**src/rtl/apb_exe_pkg.sv**
```systemverilog
// Shared types and constants for the execution-unit APB sequencer.
//   seq_state_t : sequencer FSM states
//   xfer_idx_t  : index of the APB transfer within one operation (0..4)
//   ADDR_*      : register map of the execution-unit slave
//   IDX_*       : transfer indices of the fixed five-transfer sequence
package apb_exe_pkg;

  typedef enum logic [2:0] {
    ST_IDLE   = 3'd0,
    ST_SETUP  = 3'd1,
    ST_ACCESS = 3'd2,
    ST_EXEC   = 3'd3,
    ST_RESP   = 3'd4
  } seq_state_t;

  typedef logic [2:0] xfer_idx_t;

  localparam int ADDR_OPER   = 0;
  localparam int ADDR_ARGA   = 1;
  localparam int ADDR_ARGB   = 2;
  localparam int ADDR_RESULT = 0;
  localparam int ADDR_STATUS = 1;

  localparam xfer_idx_t IDX_OPER   = 3'd0;
  localparam xfer_idx_t IDX_ARGA   = 3'd1;
  localparam xfer_idx_t IDX_ARGB   = 3'd2;
  localparam xfer_idx_t IDX_RESULT = 3'd3;
  localparam xfer_idx_t IDX_STATUS = 3'd4;

endpackage

```
**src/rtl/apb_exe_sequencer_if.sv**
```systemverilog
// APB bus between the sequencer (master) and the execution-unit slave.
//   PADDR/PSEL/PENABLE/PWRITE/PWDATA : request, driven by the master
//   PREADY/PRDATA/PSLVERR            : completion, driven by the slave
interface apb_exe_sequencer_if #(
  parameter int DATA_WIDTH = 8,
  parameter int ADDR_WIDTH = 16
);
  logic [ADDR_WIDTH-1:0] PADDR;
  logic                  PSEL;
  logic                  PENABLE;
  logic                  PWRITE;
  logic [DATA_WIDTH-1:0] PWDATA;
  logic                  PREADY;
  logic [DATA_WIDTH-1:0] PRDATA;
  logic                  PSLVERR;

  modport master (
    output PADDR, PSEL, PENABLE, PWRITE, PWDATA,
    input  PREADY, PRDATA, PSLVERR
  );

  modport slave (
    input  PADDR, PSEL, PENABLE, PWRITE, PWDATA,
    output PREADY, PRDATA, PSLVERR
  );
endinterface

```
**src/rtl/apb_master_xfer.sv**
```systemverilog
// Single APB transfer engine: SETUP then ACCESS until PREADY or timeout.
//   i_PCLK, i_PRESET : clock, synchronous active-high reset
//   start            : load a new transfer (enters SETUP next cycle)
//   addr/write/wdata : transfer request, sampled with start
//   done             : last ACCESS cycle of the transfer (PREADY or timeout)
//   err              : done with PSLVERR, or timed out
//   rdata            : slave read data, meaningful when done && !err
//   apb              : APB master port (all request signals registered)
module apb_master_xfer #(
  parameter int DATA_WIDTH = 8,
  parameter int ADDR_WIDTH = 16,
  parameter int TIMEOUT    = 15
) (
  input  logic                  i_PCLK,
  input  logic                  i_PRESET,
  input  logic                  start,
  input  logic [ADDR_WIDTH-1:0] addr,
  input  logic                  write,
  input  logic [DATA_WIDTH-1:0] wdata,
  output logic                  done,
  output logic                  err,
  output logic [DATA_WIDTH-1:0] rdata,
  apb_exe_sequencer_if.master   apb
);

  localparam int CNT_W = (TIMEOUT > 1) ? $clog2(TIMEOUT) : 1;

  logic             access;
  logic             timed_out;
  logic [CNT_W-1:0] wait_cnt;

  // wait_cnt holds the number of ACCESS cycles already spent without PREADY,
  // so the TIMEOUT-th ACCESS cycle is the last one allowed.
  assign access    = apb.PSEL && apb.PENABLE;
  assign timed_out = !apb.PREADY && (wait_cnt == CNT_W'(TIMEOUT - 1));
  assign done      = access && (apb.PREADY || timed_out);
  assign err       = access && ((apb.PREADY && apb.PSLVERR) || timed_out);
  assign rdata     = apb.PRDATA;

  always_ff @(posedge i_PCLK) begin
    if (i_PRESET) begin
      apb.PSEL    <= 1'b0;
      apb.PENABLE <= 1'b0;
      apb.PWRITE  <= 1'b0;
      apb.PADDR   <= '0;
      apb.PWDATA  <= '0;
      wait_cnt    <= '0;
    end else if (start) begin
      // start wins over completion so back-to-back transfers need no gap
      apb.PSEL    <= 1'b1;
      apb.PENABLE <= 1'b0;
      apb.PADDR   <= addr;
      apb.PWRITE  <= write;
      apb.PWDATA  <= write ? wdata : '0;
      wait_cnt    <= '0;
    end else if (apb.PSEL && !apb.PENABLE) begin
      apb.PENABLE <= 1'b1;
    end else if (access) begin
      if (done) begin
        // PADDR keeps its last value; write data is cleared on an idle bus
        apb.PSEL    <= 1'b0;
        apb.PENABLE <= 1'b0;
        apb.PWDATA  <= '0;
      end else begin
        wait_cnt <= wait_cnt + CNT_W'(1);
      end
    end
  end

endmodule

```
**src/rtl/apb_exe_sequencer.sv**
```systemverilog
// Runs one operation on the execution-unit APB slave: writes oper/argA/argB,
// idles EXE_LAT cycles, reads result and status, returns them as a response.
//   i_PCLK, i_PRESET            : clock, synchronous active-high reset
//   i_cmd_valid / o_cmd_ready   : command handshake (ready only in IDLE)
//   i_cmd_oper/argA/argB        : command fields
//   o_rsp_valid / i_rsp_ready   : response handshake
//   o_rsp_result/status/err     : read result, status[3:0], abort flag
//   apb                         : APB master port to the execution unit
module apb_exe_sequencer
  import apb_exe_pkg::*;
#(
  parameter int DATA_WIDTH = 8,
  parameter int ADDR_WIDTH = 16,
  parameter int EXE_LAT    = 2,
  parameter int TIMEOUT    = 15
) (
  input  logic                  i_PCLK,
  input  logic                  i_PRESET,
  input  logic                  i_cmd_valid,
  output logic                  o_cmd_ready,
  input  logic [DATA_WIDTH-1:0] i_cmd_oper,
  input  logic [DATA_WIDTH-1:0] i_cmd_argA,
  input  logic [DATA_WIDTH-1:0] i_cmd_argB,
  output logic                  o_rsp_valid,
  input  logic                  i_rsp_ready,
  output logic [DATA_WIDTH-1:0] o_rsp_result,
  output logic [3:0]            o_rsp_status,
  output logic                  o_rsp_err,
  apb_exe_sequencer_if.master   apb
);

  localparam int EXEC_W = (EXE_LAT > 1) ? $clog2(EXE_LAT) : 1;

  seq_state_t            state_q;
  xfer_idx_t             idx_q;
  logic [EXEC_W-1:0]     exec_cnt_q;
  logic [DATA_WIDTH-1:0] arg_a_q;
  logic [DATA_WIDTH-1:0] arg_b_q;

  logic                  x_start;
  xfer_idx_t             x_idx;
  logic [ADDR_WIDTH-1:0] x_addr;
  logic                  x_write;
  logic [DATA_WIDTH-1:0] x_wdata;
  logic                  x_done;
  logic                  x_err;
  logic [DATA_WIDTH-1:0] x_rdata;

  // Decide whether a transfer is launched this cycle and which one.
  always_comb begin
    x_start = 1'b0;
    x_idx   = idx_q + 3'd1;
    case (state_q)
      ST_IDLE: begin
        x_start = i_cmd_valid;
        x_idx   = IDX_OPER;
      end
      ST_ACCESS: x_start = x_done && !x_err && (idx_q != IDX_ARGB) && (idx_q != IDX_STATUS);
      ST_EXEC: begin
        x_start = (exec_cnt_q == EXEC_W'(EXE_LAT - 1));
        x_idx   = IDX_RESULT;
      end
      default: ;
    endcase

    x_addr  = '0;
    x_write = 1'b0;
    x_wdata = '0;
    case (x_idx)
      // the oper write is only ever launched from IDLE, in the accept cycle,
      // so it takes the command field straight from the port
      IDX_OPER: begin
        x_addr  = ADDR_WIDTH'(ADDR_OPER);
        x_write = 1'b1;
        x_wdata = i_cmd_oper;
      end
      IDX_ARGA: begin
        x_addr  = ADDR_WIDTH'(ADDR_ARGA);
        x_write = 1'b1;
        x_wdata = arg_a_q;
      end
      IDX_ARGB: begin
        x_addr  = ADDR_WIDTH'(ADDR_ARGB);
        x_write = 1'b1;
        x_wdata = arg_b_q;
      end
      IDX_RESULT: x_addr = ADDR_WIDTH'(ADDR_RESULT);
      IDX_STATUS: x_addr = ADDR_WIDTH'(ADDR_STATUS);
      default: ;
    endcase
  end

  apb_master_xfer #(
    .DATA_WIDTH (DATA_WIDTH),
    .ADDR_WIDTH (ADDR_WIDTH),
    .TIMEOUT    (TIMEOUT)
  ) u_xfer (
    .i_PCLK   (i_PCLK),
    .i_PRESET (i_PRESET),
    .start    (x_start),
    .addr     (x_addr),
    .write    (x_write),
    .wdata    (x_wdata),
    .done     (x_done),
    .err      (x_err),
    .rdata    (x_rdata),
    .apb      (apb)
  );

  always_ff @(posedge i_PCLK) begin
    if (i_PRESET) begin
      state_q      <= ST_IDLE;
      idx_q        <= '0;
      exec_cnt_q   <= '0;
      o_cmd_ready  <= 1'b1;
      o_rsp_valid  <= 1'b0;
      o_rsp_err    <= 1'b0;
      o_rsp_result <= '0;
      o_rsp_status <= '0;
    end else begin
      case (state_q)
        ST_IDLE: begin
          if (i_cmd_valid) begin
            arg_a_q     <= i_cmd_argA;
            arg_b_q     <= i_cmd_argB;
            o_rsp_err   <= 1'b0;
            idx_q       <= IDX_OPER;
            o_cmd_ready <= 1'b0;
            state_q     <= ST_SETUP;
          end
        end
        ST_SETUP: state_q <= ST_ACCESS;
        ST_ACCESS: begin
          if (x_done) begin
            if (x_err) begin
              o_rsp_err    <= 1'b1;
              o_rsp_result <= '0;
              o_rsp_status <= '0;
              o_rsp_valid  <= 1'b1;
              state_q      <= ST_RESP;
            end else begin
              if (idx_q == IDX_RESULT) o_rsp_result <= x_rdata;
              if (idx_q == IDX_STATUS) o_rsp_status <= x_rdata[3:0];
              if (idx_q == IDX_ARGB) begin
                exec_cnt_q <= '0;
                state_q    <= ST_EXEC;
              end else if (idx_q == IDX_STATUS) begin
                o_rsp_valid <= 1'b1;
                state_q     <= ST_RESP;
              end else begin
                idx_q   <= idx_q + 3'd1;
                state_q <= ST_SETUP;
              end
            end
          end
        end
        ST_EXEC: begin
          if (exec_cnt_q == EXEC_W'(EXE_LAT - 1)) begin
            exec_cnt_q <= '0;
            idx_q      <= IDX_RESULT;
            state_q    <= ST_SETUP;
          end else begin
            exec_cnt_q <= exec_cnt_q + EXEC_W'(1);
          end
        end
        ST_RESP: begin
          if (i_rsp_ready) begin
            o_rsp_valid <= 1'b0;
            o_cmd_ready <= 1'b1;
            state_q     <= ST_IDLE;
          end
        end
        default: state_q <= ST_IDLE;
      endcase
    end
  end

endmodule

```
**src/flat_wrapper.sv**
```systemverilog
// flat-port wrapper written by rule: the top's interface ports become plain ports
module apb_exe_sequencer_flat import apb_exe_pkg::*;
#(
  parameter int DATA_WIDTH = 8,
  parameter int ADDR_WIDTH = 16,
  parameter int EXE_LAT    = 2,
  parameter int TIMEOUT    = 15
)
  (i_PCLK, i_PRESET, i_cmd_valid, o_cmd_ready, i_cmd_oper, i_cmd_argA, i_cmd_argB, o_rsp_valid, i_rsp_ready, o_rsp_result, o_rsp_status, o_rsp_err, apb_PADDR, apb_PSEL, apb_PENABLE, apb_PWRITE, apb_PWDATA, apb_PREADY, apb_PRDATA, apb_PSLVERR);
  apb_exe_sequencer_if #(.DATA_WIDTH(DATA_WIDTH), .ADDR_WIDTH(ADDR_WIDTH)) apb_i ();
  input  logic i_PCLK;
  input  logic i_PRESET;
  input  logic i_cmd_valid;
  output logic o_cmd_ready;
  input  logic [DATA_WIDTH-1:0] i_cmd_oper;
  input  logic [DATA_WIDTH-1:0] i_cmd_argA;
  input  logic [DATA_WIDTH-1:0] i_cmd_argB;
  output logic o_rsp_valid;
  input  logic i_rsp_ready;
  output logic [DATA_WIDTH-1:0] o_rsp_result;
  output logic [3:0] o_rsp_status;
  output logic o_rsp_err;
  output wire logic [$bits(apb_i.PADDR)-1:0] apb_PADDR;
  output wire logic [$bits(apb_i.PSEL)-1:0] apb_PSEL;
  output wire logic [$bits(apb_i.PENABLE)-1:0] apb_PENABLE;
  output wire logic [$bits(apb_i.PWRITE)-1:0] apb_PWRITE;
  output wire logic [$bits(apb_i.PWDATA)-1:0] apb_PWDATA;
  input wire logic [$bits(apb_i.PREADY)-1:0] apb_PREADY;
  input wire logic [$bits(apb_i.PRDATA)-1:0] apb_PRDATA;
  input wire logic [$bits(apb_i.PSLVERR)-1:0] apb_PSLVERR;
  assign apb_PADDR = apb_i.PADDR;
  assign apb_PSEL = apb_i.PSEL;
  assign apb_PENABLE = apb_i.PENABLE;
  assign apb_PWRITE = apb_i.PWRITE;
  assign apb_PWDATA = apb_i.PWDATA;
  assign apb_i.PREADY = apb_PREADY;
  assign apb_i.PRDATA = apb_PRDATA;
  assign apb_i.PSLVERR = apb_PSLVERR;
  apb_exe_sequencer #(.DATA_WIDTH(DATA_WIDTH), .ADDR_WIDTH(ADDR_WIDTH), .EXE_LAT(EXE_LAT), .TIMEOUT(TIMEOUT)) u_core (.i_PCLK(i_PCLK), .i_PRESET(i_PRESET), .i_cmd_valid(i_cmd_valid), .o_cmd_ready(o_cmd_ready), .i_cmd_oper(i_cmd_oper), .i_cmd_argA(i_cmd_argA), .i_cmd_argB(i_cmd_argB), .o_rsp_valid(o_rsp_valid), .i_rsp_ready(i_rsp_ready), .o_rsp_result(o_rsp_result), .o_rsp_status(o_rsp_status), .o_rsp_err(o_rsp_err), .apb(apb_i));
endmodule
```
**config.mk**
```make
export PLATFORM = sky130hd
export DESIGN_NAME = apb_exe_sequencer_flat
export DESIGN_NICKNAME = d
export VERILOG_FILES = /design/src/rtl/apb_exe_pkg.sv /design/src/rtl/apb_exe_sequencer_if.sv /design/src/rtl/apb_master_xfer.sv /design/src/rtl/apb_exe_sequencer.sv /design/src/flat_wrapper.sv
export SDC_FILE = /design/constraint.sdc
export NUM_CORES = 1
export LEC_CHECK = 0
export CORE_AREA = 2 2 82 68
export CTS_BUF_LIST = sky130_fd_sc_hd__clkbuf_8
export DETAILED_ROUTE_END_ITERATION = 8
export DIE_AREA = 0 0 84 70
export PLACE_DENSITY = 0.84
export SYNTH_ARGS = -nofsm -noshare
export SYNTH_HDL_FRONTEND = slang
export SYNTH_SLANG_ARGS = --single-unit
```
**constraint.sdc**
```tcl
create_clock -name i_PCLK -period 4.6 [get_ports i_PCLK]
set_input_delay 0.92 -clock i_PCLK [delete_from_list [all_inputs] [get_ports i_PCLK]]
set_output_delay 0.92 -clock i_PCLK [all_outputs]
set_load 0.01 [all_outputs]
```
* Word level (Yosys, flattened, before mapping)
Index checks and enable logic that the tools add are counted.
W data, S select, Z words.
** Word-level totals
- Word-level logic and storage cells :: 140
- Input bits :: 38
- Output and inout port bits :: 42
- Register bits after elaboration :: 69
** Operators by class
- Reductions and logical operators :: 42
- Bitwise logic cells :: 3
- Equality and inequality tests :: 25
- Add/sub/neg operators :: 3
- Muxes and demuxes :: 51
** Operator list (count)
- $mux W8 :: 7
- $mux W3 :: 13
- $pmux W8 S3 :: 1
- $reduce_bool A2 Y1 :: 10
- $mux W1 :: 19
- $reduce_and A3 Y1 :: 6
- $eq A3 B2 Y1 const B :: 5
- $pmux W3 S5 :: 1
- $ne A2 B2 Y1 const B :: 6
- $reduce_and A4 Y1 :: 3
- $eq A3 B3 Y1 const B :: 3
- $logic_and A1 B1 Y1 :: 9
- $pmux W3 S3 :: 1
- $mux W4 :: 2
- $ne A2 B1 Y1 const B :: 4
- $pmux W1 S2 :: 4
- $reduce_and A7 Y1 :: 1
- $eq A3 B1 Y1 const B :: 2
- $logic_not A3 Y1 :: 2
- $ne A3 B2 Y1 const B :: 2
- $pmux W3 S2 :: 1
- $reduce_and A5 Y1 :: 1
- $add A4 B1 Y4 const B :: 1
- $eq A4 B4 Y1 const B :: 1
- other kinds (13) :: 19

* Longest topological paths before layout
Gate-level depths: netlist of the first run.
- Depth after elaboration :: 11
- Mapped depth :: 9
- Gate-level depth less buffers :: 7

* Hierarchy
A second synthesis of the first run with hierarchy kept.
** Unflattened totals
- Cell total of the unflattened synthesis :: 306
- Area total of the unflattened synthesis :: 3103.0 µm²
** By module, submodules not included
- apb_exe_sequencer :: instances 1, sequential area each 920.9 µm², area each 1873.0 µm², cells an instance 187
- apb_master_xfer :: instances 1, sequential area each 620.6 µm², area each 1229.9 µm², cells an instance 119

* Least setup slack after synthesis of the first run
Ideal clock, no wire load.
- Path kind :: input -> register
- Start :: in i_PRESET
- End :: reg u_core.arg_a_q[0], enable pin
- Required time :: 4.212 ns
- Library setup time :: 0.388 ns
- Path buffers :: 2
- Data arrival time :: 2.004 ns
- Setup slack :: 2.208 ns
- Stages on the path :: 3
- Cells stage by stage :: clkbuf_1 -> clkbuf_1 -> nor2_1
** On the way
- Cells in the longest elaborated chain, start to end :: 2
** Ends and longest elaborated chain
- start, declared :: RTL line flat_wrapper.sv:12 : input logic i_PRESET;
- $not A1 Y1 (no source line)
- $reduce_and A3 Y1 (no source line)
- end signal, assigned :: RTL line apb_exe_sequencer.sv:124 : arg_a_q <= i_cmd_argA;
- end, declared :: RTL line apb_exe_sequencer.sv:37 : logic [DATA_WIDTH-1:0] arg_a_q;
Every way passes these cells.
A chain may end at the register's enable or synchronous reset.

* Final worst setup path of the first run
- Start :: in apb_PREADY
- End :: reg u_core.u_xfer.apb.PWDATA[1]
** On the way
- Cells in the longest elaborated chain, start to end :: 11
- Elaborated cells on any way between the ends :: 17
- Those cells by class :: 1 x eq/ne; 2 x mux; 14 x reduce/logical
** Ends and longest elaborated chain
- start, declared :: RTL line flat_wrapper.sv:28 : input wire logic [$bits(apb_i.PREADY)-1:0] apb_PREADY;
- $logic_not A1 Y1 :: RTL line apb_master_xfer.sv:35 : assign timed_out = !apb.PREADY && (wait_cnt == CNT_W'(TIMEOUT - 1));
- $logic_and A1 B1 Y1 :: RTL line apb_master_xfer.sv:35
- $logic_or A1 B1 Y1 :: RTL line apb_master_xfer.sv:37 : assign err = access && ((apb.PREADY && apb.PSLVERR) || timed_out);
- $logic_and A1 B1 Y1 :: RTL line apb_master_xfer.sv:37
- $logic_not A1 Y1 :: RTL line apb_exe_sequencer.sv:58 : ST_ACCESS: x_start = x_done && !x_err && (idx_q != IDX_ARGB) && (idx_q != IDX_STATUS);
- $logic_and A1 B1 Y1 (3 in series) :: RTL line apb_exe_sequencer.sv:58
- $pmux W1 S3 :: RTL line apb_exe_sequencer.sv:53 : case (state_q)
- $ne A2 B2 Y1 (no source line) or $reduce_bool A2 Y1 (tied branches)
- $reduce_and A3 Y1 (no source line)
- end signal, assigned :: RTL line apb_master_xfer.sv:54 : apb.PWDATA <= write ? wdata : '0;
- end, declared :: RTL line apb_exe_sequencer_if.sv:18 : output PADDR, PSEL, PENABLE, PWRITE, PWDATA,
Several ways; a longest one is shown, not always the timed one.

==> results_dict.tcl, run 1 <==
set metrics [dict create \
    ys_async_sr_fraction 0 \
    critical_path.reg2reg.endpoint "u_core.u_xfer.apb.PWDATA[1]" \
    ys.flop_type "dfxtp_1" \
    grt_antenna_before_repair 0 \
    tns_ps 0 \
    ir_drop_v 0.000213 \
    grt_use_total 0.188 \
    total_power_mw 0.982 \
    yosysMostFrequentCell "dfxtp_1" \
    slew_headroom 0.269 \
    rsz0062_at_grt "false" \
    initial_core_util 0.474 \
    power_frac_seq 0.557 \
    routed_via_density 5.19 \
    finalSetupViolations 0 \
    clk_latency_ps 310 \
    layout-drive-gt1-share 0.0498 \
    clk_pin_slew_ps 90 \
    end_kind "flip-flop" \
    cts_buffers 5 \
    ios 80 \
    post_synth_num_cell_types 43 \
    syn_inst 257 \
    arrival_ps 3160 \
    synth_edf_count 16 \
    fin_crit_sh 0.635 \
    first_pass_iters 4 \
    dp_hpwl_um 4000 \
    start_kind "primary input" \
    final_core_util 0.615 \
    seq_area_frac_synth 0.512 \
    yosysTopAreaCell "dfxtp_1" \
    cts_root_buf "clkbuf_8" \
    grt_pass1_wl_um 8890 \
    chipHeight_um 70 \
    fill_cells 450 \
    wl_per_cell_um 13.9 \
    cts_max_level 2 \
    synth_seq_cells 55 \
    post_cts_buffers 0 \
    via_count 2002 \
    clockBufferDepth 2 \
    dp_cells 378 \
    worstSetupPathType "in -> reg" \
    reg2reg_from "u_core.idx_q[0]" \
    detail-route-antenna-nets 0 \
    min_path_type "reg -> reg" \
    portBuffers 65 \
    cellInternalPower_mw 0.722 \
    die-area_mm2 0.00588 \
    setup_slack_ps 1680 \
    regArea_mm2 0.00126 \
    final_hold_viol_count 0 \
    p_sw_frac 0.265 \
    antenna_cells 0 \
    power_frac_comb 0.180 \
    cts_tree "done" \
    clock_sinks 55 \
    maxSlewViolCount 0 \
    max_freq_mhz 342 \
    cts_resized 0 \
    place_congestion 0.871 \
    crit_start "apb_PREADY" \
    rr_worst_depth 6 \
    power.share.clock 0.263 \
    cts_hold_buf 0 \
    drtIter0Drc 120 \
    p_sw_mw 0.260 \
    rows 24 \
    r2r_slack_ps 2030 \
    wl_um 5380 \
    grt.overflow.total 0 \
    dp_slack_ps 1380 \
    post-synth-top-area-fraction 0.317 \
    grt_max_degree 19 \
    synth.avg_cell_area_um2 9.59 \
    area_growth_syn_to_layout_pct 29.8 \
    die_w_um 84 \
    power_leakage_nw 1.11 \
    finalNetCount 364 \
    drc 0 \
    multi_input_area_mm2 0.00107 \
    finalCriticalPeriod_ps 2920 \
    powerDensity_mw_per_mm2 307 \
    yosys_warnings 0 \
    worst_pin_slew_ps 1090 \
    syn-cell-area_mm2 0.00246 \
    skew_ps 4.79 \
    stdcell_count 386 \
    cap_viol_max_count 0 \
    outcome "finished, final reports clean" \
    grt_pass1_vias 1970 \
    crit_fanout 11 \
    synth.area.top_cells "dfxtp_1 32%, edfxtp_1 20%, buf_4 4.3%" \
    core_mm2 0.00519 \
    cp.required_ps 4840 \
    cp-endpoint "u_core.u_xfer.apb.PWDATA[1]" \
    synthTopCellsByCount "39 x dfxtp_1, 24 x nand2_1, 18 x nor2_1, 18 x o21ai_0" \
]
[stage by stage]
stage	hold WS, ps	area (um2)
3_3_place_gp	435	3110
5_1_grt	478	3200
6_report	454	3200
4_1_cts	456	3200
2_1_floorplan	465	2510
3_5_place_dp	442	3110
[cell families after synthesis]
group | share of synthesized area
buf+inv | 0.0726
other cells | 0.00152
fa+ha+maj | 0.0305
simple gates | 0.205
mux | 0.00406
compound gates | 0.160
flops | 0.512
xor+xnor | 0.0142
[cells in the final DEF (no fill, tap or decap), types with 2 or more instances in the layout]
cell	netlist	final
nor2_1	18	18
dfxtp_1	39	39
a211oi_1	2	2
a21oi_1	11	11
xnor2_1	2	2
o21ai_0	18	18
inv_1	6	7
nor3_1	7	7
edfxtp_1	16	16
clkbuf_8	0	5
xor2_1	2	2
nor2b_1	5	5
or3_1	2	2
nand2_1	24	24
conb_1	1	14
o21ai_1	9	9
nand3_1	16	16
ha_1	6	6
buf_4	14	3
a222oi_1	8	8
or2_2	2	2
o21a_1	3	3
a31oi_1	4	4
nand2b_1	14	14
clkdlybuf4s50_1	0	65
[critical path, cell delays in order]
cell and delay [ps]:
clkdlybuf4s50_1 500, nand2b_1 130, a21oi_1 300, a31oi_1 350
or4b_1 770, o21ai_1 190
[power groups by stage]
stage / clock, mW / combinational (mW) / sequential [mW]
floorplan: 0 / 0.107 / 0.555
global placement: 0 / 0.174 / 0.557
detailed placement: 0 / 0.177 / 0.558
CTS: 0.266 / 0.178 / 0.547
global route: 0.290 / 0.196 / 0.551
finish: 0.258 / 0.177 / 0.547
[flip-flops by register name, indices dropped and copies added (netlist names)]
register                   flops
u_core.arg_a_q                 8
u_core.u_xfer.apb.PWRITE       1
u_core.exec_cnt_q              1
u_core.arg_b_q                 8
u_core.o_rsp_valid             1
u_core.o_cmd_ready             1
u_core.o_rsp_status            4
u_core.u_xfer.apb.PENABLE      1
u_core.u_xfer.wait_cnt         4
u_core.u_xfer.apb.PSEL         1
u_core.o_rsp_result            8
u_core.u_xfer.apb.PWDATA       8
u_core.idx_q                   3
u_core.o_rsp_err               1
u_core.u_xfer.apb.PADDR        2
u_core.state_q                 3
[worst min path at each step]
stage                                      startpoint  slack, ps  cells past startpoint                          end
after floorplan                       u_core.idx_q[1]        460                      2              u_core.idx_q[1]
after global placement    u_core.u_xfer.apb.PWDATA[6]        440                      2  u_core.u_xfer.apb.PWDATA[6]
after detailed placement  u_core.u_xfer.apb.PWDATA[6]        440                      2  u_core.u_xfer.apb.PWDATA[6]
after CTS                 u_core.u_xfer.apb.PWDATA[6]        460                      2  u_core.u_xfer.apb.PWDATA[6]
after global routing      u_core.u_xfer.apb.PWDATA[6]        480                      2  u_core.u_xfer.apb.PWDATA[6]
final                     u_core.u_xfer.apb.PWDATA[6]        450                      2  u_core.u_xfer.apb.PWDATA[6]
[area by class of cell]
class / instances / share of cell area
Timing Repair Buffer: 68 / 0.211
Clock inverter: 3 / 0.00548
Multi-Input combinational cell: 184 / 0.335
Sequential cell: 55 / 0.395
Tap cell: 65 / 0.0254
Inverter: 6 / 0.00705
Clock buffer: 5 / 0.0215
[layer usage]
layer / up-vias / share of wire / global-route usage
met4: 0 / 0.0073 / 0.0735
li1: 1018 / - / -
met1: 916 / 0.44 / 0.234
met5: - / 0 / 0
met3: 4 / 0.059 / 0.0556
met2: 64 / 0.50 / 0.309
Power figures use the tool's default switching activity.
==> run 2, diff against run 1 <==
CORE_AREA = 2 2 88 73   (was 2 2 82 68)
DIE_AREA = 0 0 90 75   (was 0 0 84 70)
PLACE_DENSITY = 0.77   (was 0.84)
clock period = 2.41 ns   (was 4.6 ns; I/O delays follow)
==> results_dict.tcl, run 2 (same netlist as run 1, synthesis figures left out) <==
set metrics [dict create \
    initial_core_util 0.423 \
    antenna_cells 0 \
    finalNetCount 376 \
    drc 0 \
    die_w_um 90 \
    multi_input_area_mm2 0.00108 \
    final_hold_viol_count 0 \
    dp_hpwl_um 4140 \
    min_path_cells 2 \
    clk_pin_slew_ps 90 \
    ios 80 \
    arrival_ps 2440 \
    cap_viol_max_count 0 \
    detail-route-antenna-nets 0 \
    cp.required_ps 2650 \
    clockBufferDepth 2 \
    final_core_util 0.569 \
    cts_root_buf "clkbuf_8" \
    fin_crit_sh 0.913 \
    clock_sinks 55 \
    crit_start "i_cmd_valid" \
    finalCriticalPeriod_ps 2200 \
    crit_fanout 10 \
    cts_buffers 5 \
    tns_ps 0 \
    grt_antenna_before_repair 0 \
    finalSetupViolations 0 \
    wl_um 5490 \
    via_count 2082 \
    total_power_mw 1.89 \
    outcome "finished, final reports clean" \
    rsz0062_at_grt "false" \
    worst_pin_slew_ps 770 \
    die-area_mm2 0.00675 \
    cts_max_level 2 \
    layout-drive-gt1-share 0.0873 \
    fill_cells 527 \
    area_growth_syn_to_layout_pct 34.3 \
    power_leakage_nw 1.17 \
    wl_per_cell_um 13.3 \
    grt_max_degree 18 \
    cts_tree "done" \
    skew_ps 3.23 \
    portBuffers 65 \
    end_kind "flip-flop" \
    ir_drop_v 0.000337 \
    place_congestion 0.911 \
    core_mm2 0.00582 \
    grt_pass1_vias 1960 \
    hp-start "u_core.u_xfer.apb.PWDATA[4]" \
    regArea_mm2 0.00126 \
    final_common_cell "clkdlybuf4s50_1" \
    powerDensity_mw_per_mm2 570 \
    layout_common_cells "65 x clkdlybuf4s50_1, 39 x dfxtp_1, 24 x nand2_1" \
    routed_via_density 5.04 \
    cts_hold_buf 0 \
    min_path_type "reg -> reg" \
    max_freq_mhz 454 \
    start_kind "primary input" \
    slew_headroom 0.485 \
    rows 25 \
    drtIter0Drc 130 \
    worstSetupPathType "in -> reg" \
    grt.overflow.total 0 \
    maxSlewViolCount 0 \
    clk_latency_ps 300 \
    rr_worst_depth 8 \
    chipHeight_um 75 \
    grt_pass1_wl_um 8980 \
    first_pass_iters 5 \
    grt_use_total 0.168 \
    reg2reg_from "u_core.idx_q[0]" \
]
-- run 2: critical path, cell delays in order --
cell and delay [ps]:
clkdlybuf4s50_1 490, or3b_4 410, a21oi_4 140, a31oi_1 80, buf_4 190, or4_1 500, a21oi_1 150
-- run 2: power breakdown --
group	switching [mW]	leakage, nW	internal (mW)
clock	0.285	0.0440	0.199
sequential	0.0391	0.465	1.00
combinational	0.173	0.661	0.189
-- run 2: cell type report --
| type | count | area share |
|---|---|---|
| sequential | 55 | 0.381 |
| multi-input combinational | 184 | 0.326 |
| timing repair buffer | 80 | 0.231 |
| tap | 81 | 0.0306 |
| clock buffer | 5 | 0.0208 |
| inverter | 6 | 0.00681 |
| clock inverter | 2 | 0.00416 |
-- run 2: path summary, 6_finish.rpt --
path | end | slack, ps
setup / recovery | u_core.u_xfer.apb.PADDR[0] | 210
hold / removal | u_core.u_xfer.apb.PWDATA[4] | 450
setup reg to reg | u_core.u_xfer.apb.PWDATA[5] | 250
hold reg to reg | u_core.u_xfer.apb.PWDATA[4] | 450
-- run 2: metal layers --
metal	vias to the layer above	wire length (um)	track usage
li1	1043	-	-
met1	953	2440	0.212
met2	82	2500	0.277
met3	4	512	0.0561
met4	0	40	0.0547
met5	-	0	0
-- run 2: repair_timing --
action	CTS	global route
setup endpoints to repair	0	4
gates resized for setup	0	1
setup buffers	0	0
-- run 2: per-stage QoR --
step / setup slack [ps] / std cells / cell area, um2 / hold WS, ps
finish: 208 / 413 / 3310 / 454
global route: 91.2 / 413 / 3310 / 487
CTS: 216 / 413 / 3300 / 459
detailed placement: -105 / 406 / 3220 / 445
global placement: -45.1 / 406 / 3220 / 438
floorplan: 289 / 270 / 2510 / 465
==> run 3, diff against run 2 <==
CAP_MARGIN = 10   (was not set)
CTS_CLUSTER_DIAMETER = 60   (was not set)
==> results of run 3 <==
Same layout as run 2: the final DEF is identical, and so are final timing and power.
